===== config.mk =====
export PLATFORM = sky130hd
export DESIGN_NAME = ex_flag_stage
export DESIGN_NICKNAME = d
export VERILOG_FILES = /design/src/rtl/ex_flag_stage.sv
export SDC_FILE = /design/constraint.sdc
export NUM_CORES = 1
export LEC_CHECK = 0
export CORE_MARGIN = 4
export CORE_UTILIZATION = 37
export CTS_CLUSTER_SIZE = 14
export DETAILED_ROUTE_END_ITERATION = 12
export GPL_TIMING_DRIVEN = 0
export HOLD_SLACK_MARGIN = 0.1
export PLACE_DENSITY = 0.86
export RECOVER_POWER = 50
export SYNTH_ARGS = -nofsm -noshare
export SYNTH_HDL_FRONTEND = slang
export SYNTH_SLANG_ARGS = --single-unit

===== constraint.sdc =====
create_clock -name clk -period 1.4 [get_ports clk]
set_input_delay 0.14 -clock clk [delete_from_list [all_inputs] [get_ports clk]]
set_output_delay 0.14 -clock clk [all_outputs]
set_load 0.05 [all_outputs]

===== src/rtl/ex_flag_stage.sv =====
// ============================================================================
// Module   : ex_flag_stage
// Brief    : EX/MEM pipeline register with architectural Z/V/N flags and HLT.
// Revision : 1.0 - initial release
// ============================================================================
`default_nettype none

module ex_flag_stage #(
  parameter int DATA_W = 16,
  parameter int REG_W  = 4
) (
  input  logic              clk,
  input  logic              rst,
  input  logic              stall,
  input  logic              flush,
  input  logic              valid_in,
  input  logic [3:0]        opcode_in,
  input  logic [DATA_W-1:0] result_in,
  input  logic              ovfl_in,
  input  logic [DATA_W-1:0] sdata_in,
  input  logic [REG_W-1:0]  rd_in,
  input  logic              regwr_in,
  input  logic              memrd_in,
  input  logic              memwr_in,
  output logic              valid_out,
  output logic [DATA_W-1:0] result_out,
  output logic [DATA_W-1:0] sdata_out,
  output logic [REG_W-1:0]  rd_out,
  output logic              regwr_out,
  output logic              memrd_out,
  output logic              memwr_out,
  output logic              flag_z,
  output logic              flag_v,
  output logic              flag_n,
  output logic              halted
);

  localparam logic [3:0] c_op_add = 4'b0000;
  localparam logic [3:0] c_op_sub = 4'b0001;
  localparam logic [3:0] c_op_xor = 4'b0010;
  localparam logic [3:0] c_op_sll = 4'b0100;
  localparam logic [3:0] c_op_sra = 4'b0101;
  localparam logic [3:0] c_op_ror = 4'b0110;
  localparam logic [3:0] c_op_hlt = 4'b1111;

  logic              r_valid;
  logic [DATA_W-1:0] r_result;
  logic [DATA_W-1:0] r_sdata;
  logic [REG_W-1:0]  r_rd;
  logic              r_regwr;
  logic              r_memrd;
  logic              r_memwr;
  logic              r_z;
  logic              r_v;
  logic              r_n;
  logic              r_halted;

  logic w_live;
  logic w_z_nxt;
  logic w_v_nxt;
  logic w_n_nxt;

  // Once halted, everything arriving from EX is demoted to a bubble.
  assign w_live = valid_in & ~r_halted;

  always_comb begin
    w_z_nxt = r_z;
    w_v_nxt = r_v;
    w_n_nxt = r_n;
    if (w_live) begin
      case (opcode_in)
        c_op_add, c_op_sub: begin
          w_z_nxt = (result_in == '0);
          w_v_nxt = ovfl_in;
          w_n_nxt = result_in[DATA_W-1];
        end
        c_op_xor, c_op_sll, c_op_sra, c_op_ror: begin
          w_z_nxt = (result_in == '0);
        end
        default: ;
      endcase
    end
  end

  always_ff @(posedge clk) begin
    if (rst) begin
      r_valid  <= 1'b0;
      r_result <= '0;
      r_sdata  <= '0;
      r_rd     <= '0;
      r_regwr  <= 1'b0;
      r_memrd  <= 1'b0;
      r_memwr  <= 1'b0;
      r_z      <= 1'b0;
      r_v      <= 1'b0;
      r_n      <= 1'b0;
      r_halted <= 1'b0;
    end else if (!stall) begin
      if (flush) begin
        r_valid  <= 1'b0;
        r_result <= '0;
        r_sdata  <= '0;
        r_rd     <= '0;
        r_regwr  <= 1'b0;
        r_memrd  <= 1'b0;
        r_memwr  <= 1'b0;
      end else begin
        r_valid  <= w_live;
        r_result <= result_in;
        r_sdata  <= sdata_in;
        r_rd     <= rd_in;
        r_regwr  <= w_live & regwr_in;
        r_memrd  <= w_live & memrd_in;
        r_memwr  <= w_live & memwr_in;
        r_z      <= w_z_nxt;
        r_v      <= w_v_nxt;
        r_n      <= w_n_nxt;
        if (valid_in && (opcode_in == c_op_hlt)) begin
          r_halted <= 1'b1;
        end
      end
    end
  end

  assign valid_out  = r_valid;
  assign result_out = r_result;
  assign sdata_out  = r_sdata;
  assign rd_out     = r_rd;
  assign regwr_out  = r_regwr;
  assign memrd_out  = r_memrd;
  assign memwr_out  = r_memwr;
  assign flag_z     = r_z;
  assign flag_v     = r_v;
  assign flag_n     = r_n;
  assign halted     = r_halted;

endmodule

`default_nettype wire

==> flow_metrics.env <==
export IMPL_hold_violations=0
export IMPL_htreeDepth=2
export IMPL_end_kind="output pin"
export IMPL_p_seq_share_pct=50.2
export IMPL_synthCells=164
export IMPL_cp_top_family="buffers and inverters"
export IMPL_peakVddDrop_mv=0.600
export IMPL_fp_dieW_um=73.0
export IMPL_drtPass1Iterations=4
export IMPL_syn_num_nets=213
export IMPL_arrival_ns=1.19
export IMPL_drt_vias_per_instance=5.12
export IMPL_p_leak_nw=1.12
export IMPL_finalNetCount=310
export IMPL_grt_max_degree=14
export IMPL_yosysSeqAreaShare_pct=56.3
export IMPL_drv_cap=0
export IMPL_hp_class="in -> reg"
export IMPL_worst_pin_slew_ns=0.533
export IMPL_antenna_left=0
export IMPL_synth_enable_flop_cells=0
export IMPL_gr_total_overflow=0
export IMPL_power_density_mw_per_mm2=1020
export IMPL_hold_ws_ns=0.199
export IMPL_clk_latency_ns=0.29
export IMPL_portBuffers=90
export IMPL_synth_cell_type_count=23
export IMPL_dieArea_mm2=0.00533
export IMPL_ios=93
export IMPL_p_sw_share_pct=27.6
export IMPL_slowest_delay_ns=0.52
export IMPL_postSynth_asyncResetShare_pct=0
export IMPL_crit_buf_inv=1
export IMPL_avgSynthCellArea_um2=9.54
export IMPL_fmax_ghz=0.750
export IMPL_cts_sinks=44
export IMPL_setup_viol=0
export IMPL_syn_to_final_growth_pct=63.5
export IMPL_cp_slowest_cell="clkdlybuf4s15_1"
export IMPL_yosysTopAreaCell="dfxtp_1"
export IMPL_gp_congestion=0.870
export IMPL_routed_wl_mm=4.57
export IMPL_first_global_vias=1627
export IMPL_drt_iter0_drc=61
export IMPL_ys_flop_type="dfxtp_1"
export IMPL_maxSlewViolCount=0
export IMPL_num_vias=1596
export IMPL_fin_setup_tns_ns=0
export IMPL_cts_clk_slew_worst_paths_ns=0.08
export IMPL_grt_setup_unrepaired="no"
export IMPL_routedWlPerCell_um=14.6
export IMPL_fillCellCount=378
export IMPL_hold_buffers=0
export IMPL_antenna_found_initial=0
export IMPL_antennaDiodeCount=0
export IMPL_chipHeight_um=73.0
export IMPL_p_switching_mw=0.722
export IMPL_power_share_clock_pct=30.7
export IMPL_drive_gt1_share_pct=4.96
export IMPL_mappedNetlistArea_mm2=0.00156
export IMPL_fin_crit_sh_pct=95.3
export IMPL_dp_hpwl_mm=3.50
export IMPL_clock_skew_final_ns=0.00447
export IMPL_ctsLongestPathBuffers=2
export IMPL_drc_errors=0
export IMPL_path_cells="clkdlybuf4s15_1"
export IMPL_gr_usage_all_layers_pct=17.2
export IMPL_cts_root_buffer="clkbuf_8"
export IMPL_finalCriticalPeriod_ns=1.33
export IMPL_yosysWarnings=0
export IMPL_criticalPathCategory="reg -> out"
export IMPL_cp_data_required_time_ns=1.26
export IMPL_critPathMaxFanout=4
export IMPL_core_area_mm2=0.00406
export IMPL_slew_headroom_pct=64.6
export IMPL_setup_ws_ns=0.0664
export IMPL_synth_top_area_share_pct=56.3
export IMPL_status="finished clean"
export IMPL_p_int_mw=1.89
export IMPL_start_util_pct=38.5
export IMPL_pre_cts_ws_ns=-0.276
export IMPL_synthTopCellsByCount="dfxtp_1 (44), nor2_1 (41), a22oi_1 (37)"
export IMPL_grt_pass1_wl_mm=7.13
export IMPL_cp_start_kind="flop"
export IMPL_cts_tree="yes"
export IMPL_yosysMostFrequentCell="dfxtp_1"
export IMPL_yosys_top_cells_area="dfxtp_1 (56%), a22oi_1 (18%), nor2_1 (9.8%)"
export IMPL_fin_util_pct=63.0
export IMPL_synth_seq_cells=44
export IMPL_power_frac_comb_pct=19.1
export IMPL_cts_made_buffers=5
export IMPL_row_count=23
==> cells in the final DEF, fill, tap and decap left out <==
master / n
and4_1: 1
nand3_1: 3
a211o_1: 1
dfxtp_2: 1
nand2_1: 1
nor4b_4: 1
buf_6: 1
clkinv_2: 2
a22oi_1: 37
clkdlybuf4s50_1: 44
a31oi_1: 1
a21oi_1: 6
clkbuf_1: 13
nor4_1: 3
dlygate4sd3_1: 1
inv_1: 1
nor3_1: 2
clkdlybuf4s15_1: 1
o21ai_1: 1
clkbuf_8: 6
nor3b_1: 2
dlygate4sd2_1: 43
nor2_2: 1
dfxtp_1: 43
o21ai_0: 2
nand4_1: 1
or4b_4: 1
nor2_1: 41
or3_1: 1
==> area by class of cell <==
cell class | count | area [µm²] | area share, %
plain buffers | 13 | 56.3 | 2.20
flip-flops and latches | 44 | 882 | 34.5
well taps | 50 | 62.6 | 2.45
clock inverters | 2 | 10.0 | 0.391
inverters | 1 | 3.75 | 0.147
repair buffers | 90 | 841 | 32.9
multi-input cells | 106 | 619 | 24.2
clock buffers | 6 | 82.6 | 3.23
==> path summary, 6_finish.rpt <==
check	start	slack (ns)	to	cells past startpoint
worst max-delay path	halted	0.07	halted	1
worst min-delay path	rst	0.20	flag_v	2
worst min register to register	valid_out	0.47	valid_out	2
worst max register to register	halted	0.13	flag_v	3
==> power groups by stage <==
stage          Combinational [mW]  Clock, mW  Sequential (mW)
3_3_place_gp                0.529          0             1.34
3_5_place_dp                0.534          0             1.34
6_report                    0.498      0.803             1.31
4_1_cts                     0.507      0.832             1.31
2_1_floorplan               0.122          0             1.49
5_1_grt                     0.531      0.888             1.32
==> registers in the layout (all words and copies together) (netlist names) <==
name / cells
halted: 1
rd_out: 4
memrd_out: 1
flag_z: 1
memwr_out: 1
result_out: 16
regwr_out: 1
flag_n: 1
sdata_out: 16
valid_out: 1
flag_v: 1
==> cells by family (layout without fill, tap and decap cells) <==
logic type      Yosys count  count (layout)  share of synthesized area, %
compound gates           48              48                          21.6
flops                    44              44                          56.3
buf+inv                  14             112                          4.08
simple gates             58              58                          18.0
==> what timing repair did <==
item                                    CTS  global route
setup buffers                             0             0
resized for setup                        44             3
endpoints found under the setup margin   44            30
==> routing by layer <==
layer	vias up	global-route usage, %	part of all wire [%]
li1	788	-	-
met1	729	19.3	41
met2	70	27.9	45
met3	9	8.13	12
met4	0	6.97	1.6
met5	-	0	0
==> through the flow <==
| step | cell area (µm²) | std cells | total power [mW] |
|---|---|---|---|
| 2_1_floorplan | 1570 | 164 | 1.61 |
| 3_3_place_gp | 2530 | 304 | 1.87 |
| 3_5_place_dp | 2530 | 304 | 1.88 |
| 4_1_cts | 2570 | 312 | 2.65 |
| 5_1_grt | 2560 | 312 | 2.74 |
| 6_report | 2560 | 312 | 2.61 |
(Power assumes the default switching activity.)
